<file path="src/rtl/vga_timing_pkg.sv">
// Shared VGA timing constants: 640x480@60 defaults, counter widths and the
// helpers that derive line/frame totals and sync pulse boundaries.
package vga_timing_pkg;

  localparam int CNT_W   = 10;
  localparam int HOLD_W  = 6;
  localparam int FRAME_W = 2;

  localparam int DEF_H_DISPLAY = 640;
  localparam int DEF_H_FRONT   = 16;
  localparam int DEF_H_SYNC    = 96;
  localparam int DEF_H_BACK    = 48;
  localparam int DEF_V_DISPLAY = 480;
  localparam int DEF_V_FRONT   = 10;
  localparam int DEF_V_SYNC    = 2;
  localparam int DEF_V_BACK    = 33;
  localparam int DEF_ANIM_HOLD = 11;

  function automatic int span_total(input int display, input int front,
                                    input int sync, input int back);
    return display + front + sync + back;
  endfunction

  // Sync pulse occupies [first, last] inclusive, right after the front porch.
  function automatic int sync_first(input int display, input int front);
    return display + front;
  endfunction

  function automatic int sync_last(input int display, input int front, input int sync);
    return display + front + sync - 1;
  endfunction

  localparam int DEF_H_TOTAL      = span_total(DEF_H_DISPLAY, DEF_H_FRONT, DEF_H_SYNC, DEF_H_BACK);
  localparam int DEF_V_TOTAL      = span_total(DEF_V_DISPLAY, DEF_V_FRONT, DEF_V_SYNC, DEF_V_BACK);
  localparam int DEF_H_SYNC_FIRST = sync_first(DEF_H_DISPLAY, DEF_H_FRONT);
  localparam int DEF_H_SYNC_LAST  = sync_last(DEF_H_DISPLAY, DEF_H_FRONT, DEF_H_SYNC);
  localparam int DEF_V_SYNC_FIRST = sync_first(DEF_V_DISPLAY, DEF_V_FRONT);
  localparam int DEF_V_SYNC_LAST  = sync_last(DEF_V_DISPLAY, DEF_V_FRONT, DEF_V_SYNC);

endpackage

</file>
<file path="src/rtl/vga_timing_gen_anim_sequencer.sv">
// Animation frame sequencer: holds each of four frames for ANIM_HOLD
// vertical blanks, advancing only on unpaused vblank_start cycles.
module anim_sequencer
  import vga_timing_pkg::*;
#(
  parameter int ANIM_HOLD = DEF_ANIM_HOLD
) (
  input  logic               clk,
  input  logic               reset,
  input  logic               vblank_start,
  input  logic               anim_pause,
  output logic [FRAME_W-1:0] anim_frame
);

  localparam logic [HOLD_W-1:0] HOLD_LAST = HOLD_W'(ANIM_HOLD - 1);

  logic [HOLD_W-1:0]  r_hold;
  logic [FRAME_W-1:0] r_frame;
  logic               w_event;
  logic               w_wrap;

  assign w_event = vblank_start && !anim_pause;
  assign w_wrap  = (r_hold == HOLD_LAST);

  // vblank_start is a one-cycle strobe, so the frame only ever moves on the
  // edge leaving line 0 of vertical blank, never inside the visible area.
  always_ff @(posedge clk) begin
    if (reset) begin
      r_hold  <= '0;
      r_frame <= '0;
    end else if (w_event) begin
      if (w_wrap) begin
        r_hold  <= '0;
        r_frame <= r_frame + FRAME_W'(1);
      end else begin
        r_hold <= r_hold + HOLD_W'(1);
      end
    end
  end

  assign anim_frame = r_frame;

endmodule

</file>
<file path="src/rtl/vga_timing_gen.sv">
// VGA raster timing: pixel/line counters, registered sync/blank/strobe decodes
// aligned with the counters, and the animation frame sequencer.
module vga_timing_gen
  import vga_timing_pkg::*;
#(
  parameter int H_DISPLAY = DEF_H_DISPLAY,
  parameter int H_FRONT   = DEF_H_FRONT,
  parameter int H_SYNC    = DEF_H_SYNC,
  parameter int H_BACK    = DEF_H_BACK,
  parameter int V_DISPLAY = DEF_V_DISPLAY,
  parameter int V_FRONT   = DEF_V_FRONT,
  parameter int V_SYNC    = DEF_V_SYNC,
  parameter int V_BACK    = DEF_V_BACK,
  parameter int ANIM_HOLD = DEF_ANIM_HOLD
) (
  input  logic               clk,
  input  logic               reset,
  input  logic               anim_pause,
  output logic [CNT_W-1:0]   hpos,
  output logic [CNT_W-1:0]   vpos,
  output logic               hsync,
  output logic               vsync,
  output logic               display_on,
  output logic               line_start,
  output logic               frame_start,
  output logic               vblank_start,
  output logic [FRAME_W-1:0] anim_frame
);

  localparam int H_TOTAL = span_total(H_DISPLAY, H_FRONT, H_SYNC, H_BACK);
  localparam int V_TOTAL = span_total(V_DISPLAY, V_FRONT, V_SYNC, V_BACK);

  localparam logic [CNT_W-1:0] H_LAST   = CNT_W'(H_TOTAL - 1);
  localparam logic [CNT_W-1:0] V_LAST   = CNT_W'(V_TOTAL - 1);
  localparam logic [CNT_W-1:0] H_VIS    = CNT_W'(H_DISPLAY);
  localparam logic [CNT_W-1:0] V_VIS    = CNT_W'(V_DISPLAY);
  localparam logic [CNT_W-1:0] H_SS     = CNT_W'(sync_first(H_DISPLAY, H_FRONT));
  localparam logic [CNT_W-1:0] H_SE     = CNT_W'(sync_last(H_DISPLAY, H_FRONT, H_SYNC));
  localparam logic [CNT_W-1:0] V_SS     = CNT_W'(sync_first(V_DISPLAY, V_FRONT));
  localparam logic [CNT_W-1:0] V_SE     = CNT_W'(sync_last(V_DISPLAY, V_FRONT, V_SYNC));

  logic [CNT_W-1:0] r_hpos;
  logic [CNT_W-1:0] r_vpos;
  logic             r_hsync;
  logic             r_vsync;
  logic             r_display_on;
  logic             r_line_start;
  logic             r_frame_start;
  logic             r_vblank_start;

  logic [CNT_W-1:0] w_hpos_nxt;
  logic [CNT_W-1:0] w_vpos_nxt;
  logic [CNT_W-1:0] w_dec_h;
  logic [CNT_W-1:0] w_dec_v;
  logic             w_hsync;
  logic             w_vsync;
  logic             w_display_on;
  logic             w_line_start;
  logic             w_frame_start;
  logic             w_vblank_start;

  always_comb begin
    w_hpos_nxt = r_hpos + CNT_W'(1);
    w_vpos_nxt = r_vpos;
    if (r_hpos == H_LAST) begin
      w_hpos_nxt = '0;
      w_vpos_nxt = (r_vpos == V_LAST) ? '0 : r_vpos + CNT_W'(1);
    end
  end

  // Decode the position the counters will hold after this edge, so the
  // registered flags line up with hpos/vpos without any output logic.
  assign w_dec_h = reset ? '0 : w_hpos_nxt;
  assign w_dec_v = reset ? '0 : w_vpos_nxt;

  always_comb begin
    w_hsync        = !((w_dec_h >= H_SS) && (w_dec_h <= H_SE));
    w_vsync        = !((w_dec_v >= V_SS) && (w_dec_v <= V_SE));
    w_display_on   = (w_dec_h < H_VIS) && (w_dec_v < V_VIS);
    w_line_start   = (w_dec_h == '0);
    w_frame_start  = (w_dec_h == '0) && (w_dec_v == '0);
    w_vblank_start = (w_dec_h == '0) && (w_dec_v == V_VIS);
  end

  always_ff @(posedge clk) begin
    if (reset) begin
      r_hpos <= '0;
      r_vpos <= '0;
    end else begin
      r_hpos <= w_hpos_nxt;
      r_vpos <= w_vpos_nxt;
    end
    r_hsync        <= w_hsync;
    r_vsync        <= w_vsync;
    r_display_on   <= w_display_on;
    r_line_start   <= w_line_start;
    r_frame_start  <= w_frame_start;
    r_vblank_start <= w_vblank_start;
  end

  anim_sequencer #(
    .ANIM_HOLD (ANIM_HOLD)
  ) u_anim (
    .clk          (clk),
    .reset        (reset),
    .vblank_start (r_vblank_start),
    .anim_pause   (anim_pause),
    .anim_frame   (anim_frame)
  );

  assign hpos         = r_hpos;
  assign vpos         = r_vpos;
  assign hsync        = r_hsync;
  assign vsync        = r_vsync;
  assign display_on   = r_display_on;
  assign line_start   = r_line_start;
  assign frame_start  = r_frame_start;
  assign vblank_start = r_vblank_start;

endmodule

</file>
<file path="config.mk">
export PLATFORM = sky130hd
export DESIGN_NAME = vga_timing_gen
export DESIGN_NICKNAME = d
export VERILOG_FILES = /design/src/rtl/vga_timing_pkg.sv /design/src/rtl/vga_timing_gen_anim_sequencer.sv /design/src/rtl/vga_timing_gen.sv
export SDC_FILE = /design/constraint.sdc
export NUM_CORES = 1
export LEC_CHECK = 0
export BUFFER_PORTS_ARGS = -buffer_cell sky130_fd_sc_hd__buf_2
export CAP_MARGIN = 0
export CORE_MARGIN = 2
export CORE_UTILIZATION = 45
export CTS_CLUSTER_SIZE = 10
export DETAILED_ROUTE_END_ITERATION = 10
export HOLD_SLACK_MARGIN = 0.03
export PLACE_DENSITY_LB_ADDON = 0.3
export REMOVE_ABC_BUFFERS = 1
export SYNTH_ARGS = -nofsm -noshare
export SYNTH_HDL_FRONTEND = slang
export SYNTH_SLANG_ARGS = --single-unit
</file>
<file path="constraint.sdc">
create_clock -name clk -period 2.6 [get_ports clk]
set_input_delay 0.65 -clock clk [delete_from_list [all_inputs] [get_ports clk]]
set_output_delay 0.65 -clock clk [all_outputs]
set_load 0.05 [all_outputs]
</file>
# Word-level counts from Yosys, hierarchy flattened
# Cells that the tools add are included.
# totals
reg_bits,34
inputBits,3
output_inout_bits,28
word_cells,42
# classes
n_addsub,4
magnitude_cmp,6
eq_ne,4
mux,6
n_reduce_logical,12
# op_table
op,count
two-way mux 10 bit,5
adder 10 x 1 -> 10 bit (second input constant),2
equality test 10 bit (second input constant),2
zero test 10 bit,2
equality test 10 x 9 -> 1 bit (second input constant),1
greater-or-equal comparator 10 bit (second input constant),1
greater-or-equal comparator 10 x 9 -> 1 bit (second input constant),1
<= comparator 10 bit (second input constant),1
<= comparator 10 x 9 -> 1 bit (second input constant),1
< comparator 10 bit (second input constant),1
< comparator 10 x 9 -> 1 bit (second input constant),1
adder 6 x 1 -> 6 bit (second input constant),1
equality test 6 x 4 -> 1 bit (second input constant),1
logical AND 1 bit,6
two-way mux 6 bit,1
zero test 1 bit,3
adder 2 x 1 -> 2 bit (second input constant),1
AND reduction 2 bit,1

# Logic depth before layout (Yosys ltp)
# logic_depth
ltp_word,7
depth_mapped,10
depth_no_buf,8

# Hierarchy
# A second synthesis with hierarchy kept.
# unflattened
hier_cells,216
hier_area_um2,1914.3
# by_module_without_submodules
mod,instances,cells_per_inst,area_per_inst_um2,seq_area_each_um2
vga_timing_gen,1,167,1486.4,520.5
anim_sequencer,1,49,427.9,160.2

# Worst setup path after synthesis
# No wires, ideal clock.
# synth_timing
path_type,register to register
startpoint,"reg r_hpos[1], in the netlist hpos[1]"
endpoint,"reg r_display_on, in the netlist display_on"
setup_time_ps,78
arrival_ps,2635
required_ps,2522
setup_slack_ps,-112
stages_incl_launch_ff,10
path_buffers,2
synth_period_minus_slack_ps,2712
cell_sequence,dfxtp_1 -> ha_1 -> buf_2 -> and3_1 -> clkbuf_1 -> nand3_1 -> nor3_1 -> mux2_2 -> and4b_1 -> nor3_1
# synth_between
elab_chain_len,5
elab_cells_between_ends,9
classes_between,add/sub (1); order compare (2); eq/ne (1); mux (4); reduce/logical (1)
# synth_lines
element,line,source
"start, declared",vga_timing_gen.sv:42,logic [CNT_W-1:0] r_hpos;
"start signal, assigned",vga_timing_gen.sv:90,r_hpos <= w_hpos_nxt;
equality test 10 bit,vga_timing_gen.sv:65,if (r_hpos == H_LAST) begin
two-way mux 10 bit,vga_timing_gen.sv:65,
two-way mux 10 bit,-,
via w_dec_v[7],vga_timing_gen.sv:54,logic [CNT_W-1:0] w_dec_v;
< comparator 10 x 9 -> 1 bit,vga_timing_gen.sv:79,w_display_on = (w_dec_h < H_VIS) && (w_dec_v < V_VIS);
logical AND 1 bit,vga_timing_gen.sv:79,
via w_display_on,vga_timing_gen.sv:57,logic w_display_on;
"end signal, assigned",vga_timing_gen.sv:95,r_display_on <= w_display_on;
"end, declared",vga_timing_gen.sv:46,logic r_display_on;
# The timed path passes the listed nets, and every way through them passes these cells.
# A chain may end at the register's enable or synchronous reset.

# Worst setup path in the final report
# layout_timing
startpoint,"reg r_hpos[1], in the netlist hpos[1]"
endpoint,"reg r_frame_start, in the netlist frame_start"
# layout_between
elab_chain_len,5
elab_cells_between_ends,9
classes_between,add/sub (1); eq/ne (1); mux (4); reduce/logical (3)
# layout_lines
element,line,source
adder 10 x 1 -> 10 bit / equality test 10 bit (equally long branches),"vga_timing_gen.sv:63, vga_timing_gen.sv:65",
two-way mux 10 bit,vga_timing_gen.sv:65,
two-way mux 10 bit,-,
zero test 10 bit,vga_timing_gen.sv:81,w_frame_start = (w_dec_h == '0) && (w_dec_v == '0);
logical AND 1 bit (*),vga_timing_gen.sv:81,
via w_frame_start,vga_timing_gen.sv:59,logic w_frame_start;
"end signal, assigned",vga_timing_gen.sv:97,r_frame_start <= w_frame_start;
"end, declared",vga_timing_gen.sv:48,logic r_frame_start;
# Mark *: on every way through the listed nets, which the timed path passes. The rest lies on a longest branch.

==> results.sh <==
export IMPL_drt_wl_total_mm=4.39
export IMPL_synth_top_cells_by_count="34 x dfxtp_1, 29 x nor2_1, 18 x nand2_1"
export IMPL_place_hpwl_mm=3.23
export IMPL_synth_top_family_by_area="simple AND/OR/NAND/NOR gates"
export IMPL_boundaryPins=31
export IMPL_max_slew_margin_rel_pct=70.7
export IMPL_synth_adder_area_share_pct=3.33
export IMPL_core_area_um2=4000
export IMPL_remaining_drc_errors=0
export IMPL_antennaDiodeCount=0
export IMPL_category_of_the_worst_setup_path_launch_point="flop"
export IMPL_numPortBuffers=30
export IMPL_sum_neg_setup_slack_ns=0
export IMPL_synthesis_yosys_warnings=0
export IMPL_library_cells_used_by_synthesis=49
export IMPL_power_leakage_nw=0.915
export IMPL_muxShareOfSynthArea_pct=1.13
export IMPL_worstPathMaxFanout=9
export IMPL_cts_hold_buf=0
export IMPL_wire_per_inst_um=14.0
export IMPL_cts_post_setup_buffers_inserted=0
export IMPL_gp_congestion=0.945
export IMPL_yosys_area_top_type="dfxtp_1"
export IMPL_die_height_um=68.6
export IMPL_die_area_um2=4710
export IMPL_setup_viol_count_final=0
export IMPL_synth_top_cell_area_share_pct=36.2
export IMPL_drt_first_iter_violations=92
export IMPL_peak_supply_drop_mv=0.336
export IMPL_drive_above_1_share_pct=23.9
export IMPL_skew_ns=0.0121
export IMPL_flow_area_growth_from_synthesis_pct=19.9
export IMPL_max_cap_viols=0
export IMPL_most_instantiated_library_cell_after_synthesis="dfxtp_1"
export IMPL_finalCritPeriodShare_pct=94.0
export IMPL_pre_cts_slack_ns=0.182
export IMPL_top_cells_by_area_in_the_synthesized_netlist="dfxtp_1 36%, nor2_1 5.8%, xor2_1 5.6%"
export IMPL_setup_ws_ns=0.155
export IMPL_timing_hold_violations_final=0
export IMPL_initial_core_util_pct=47.0
export IMPL_number_of_clock_buffers_inserted_by_tritoncts=5
export IMPL_antenna_violating_nets_post_route=0
export IMPL_vias=1730
export IMPL_core_rowCount=23
export IMPL_holdPathStages=1
export IMPL_synth_seq_cells=34
export IMPL_die_w_um=68.6
export IMPL_synthXorXnorAreaFrac_pct=9.79
export IMPL_critPathCaptureType="flop"
export IMPL_synth_sequential_area_ratio_pct=36.2
export IMPL_worstRegToRegCells=8
export IMPL_fmax_mhz=409
export IMPL_clk_buf_depth=2
export IMPL_synth_avg_cell_area_um2=8.31
export IMPL_via_count_of_the_first_global_routing_pass=1540
export IMPL_syn_inst=226
export IMPL_grt_overflow_total=0
export IMPL_slew_viol_final=0
export IMPL_finish_instance_area_um2=2250
export IMPL_grt_antenna_before_repair=0
export IMPL_timing_final_crit_period_ns=2.44
export IMPL_global_route_usage_total_pct=21.1
export IMPL_layout_cells_non_filler=314
export IMPL_synth_top_flop_cell="dfxtp_1"
export IMPL_rsz0062_at_grt="no"
export IMPL_clock_tree_from_tritoncts="built"
export IMPL_critical_path_class="flop to flop"
export IMPL_vias_per_cell=5.51
export IMPL_worst_hold_path_type="flop to flop"
export IMPL_worst_slew_pin_transition_ns=0.439
export IMPL_first_pass_iters=4
export IMPL_number_of_enable_flip_flop_cells_after_synthesis=0
export IMPL_critical_path_required_ns=2.82
export IMPL_first_pass_grt_wire_length_mm=7.31
export IMPL_path_clk_slew_ns=0.08
export IMPL_post_synth_instance_area_um2=1880
export IMPL_design_final_nets=271
export IMPL_async_reset_ff_share_pct=0
export IMPL_clock_sinks=34
export IMPL_dp_cells=306
export IMPL_htree_depth=2
export IMPL_outcome="complete, no violations"
export IMPL_cts_root_buffer_cell="clkbuf_8"
export IMPL_pin_count_of_the_biggest_net_entering_global_routing=13
export IMPL_power_per_cell_area_nw_per_um2=490
export IMPL_cp_arrival_ns=2.67
export IMPL_area_fraction_in_and_or_nand_and_nor_cells_after_synthesis_pct=31.9
export IMPL_clock_latency_ns=0.30
export IMPL_synth_compound_gate_area_share_pct=12.2
export IMPL_total_cell_area_at_the_placement_stage_um2=2120
routing by layer:
metal  vias to the layer above  track usage [%]  share of wire (%)
met5                         -                0                  0
met2                        56             29.2                 43
met4                         0             10.0                1.3
met3                         5             5.03                6.0
met1                       801             30.4                 50
li1                        868                -                  -
metrics by stage:
stage                     utilization [%]  hold WS [ns]  total power (W)
after global placement               53.1         0.444         0.000619
after detailed placement             53.1         0.458         0.000619
after floorplan                         -         0.459         0.000595
after CTS                            56.0         0.476          0.00111
after global routing                 56.3         0.500          0.00114
final                                56.3         0.466          0.00110
layout make-up:
| type | instances | area, um2 |
|---|---|---|
| clock buffer | 5 | 68.8 |
| clock inverter | 3 | 45.0 |
| fill | 368 | 1750 |
| inverter | 10 | 37.5 |
| multi-input combinational | 169 | 1110 |
| sequential | 34 | 681 |
| tap | 50 | 62.6 |
| timing repair buffer | 43 | 248 |
cell families (layout without fill, tap and decap cells):
logic type	Yosys count	count (layout)
xor gates and xnor gates	21	21
adders and majority gates	5	5
and+or+nand+nor	109	109
DFF	34	34
muxes	2	2
buffers and inverters	23	61
AOI/OAI and AO/OA	32	32
cell usage in the layout, fill, tap and decap left out, types with 8 or more instances in the layout:
cell / instances
nand3_1: 10
nand2_1: 18
xor2_1: 11
dfxtp_1: 34
nor2_1: 29
nor3_1: 8
xnor2_1: 9
buf_4: 13
inv_1: 9
buf_2: 30
a21oi_1: 10
final timing paths:
kind	from	to	slack, ns
hold reg to reg	hpos[0]	hpos[0]	0.47
setup reg to reg	hpos[1]	frame_start	0.16
hold / removal	hpos[0]	hpos[0]	0.47
setup / recovery	hpos[1]	frame_start	0.16
worst max-delay path, cell delays in order, from the launching register on:
cell	delay, ns
dfxtp_1	0.48
ha_1	0.40
and3_1	0.23
buf_4	0.15
a211oi_1	0.07
nor3b_1	0.25
o211ai_1	0.14
a311o_1	0.42
nor4_2	0.24
state kept, by name, indices dropped and copies added (netlist names), 2 cells and up:
register	flops
u_anim.anim_frame	2
vpos	10
u_anim.r_hold	6
hpos	10
power by group:
| group | internal (W) | switching (W) | total, W |
|---|---|---|---|
| clock | 0.000285 | 0.000211 | 0.000496 |
| combinational | 0.0000222 | 0.0000496 | 0.0000718 |
| sequential | 0.000528 | 0.00000818 | 0.000536 |
timing repair:
action,in CTS,in global routing
setup endpoints to repair,0,2
resized for setup,0,2
hold endpoints to repair,0,0
Power figures use the tool's default switching activity.
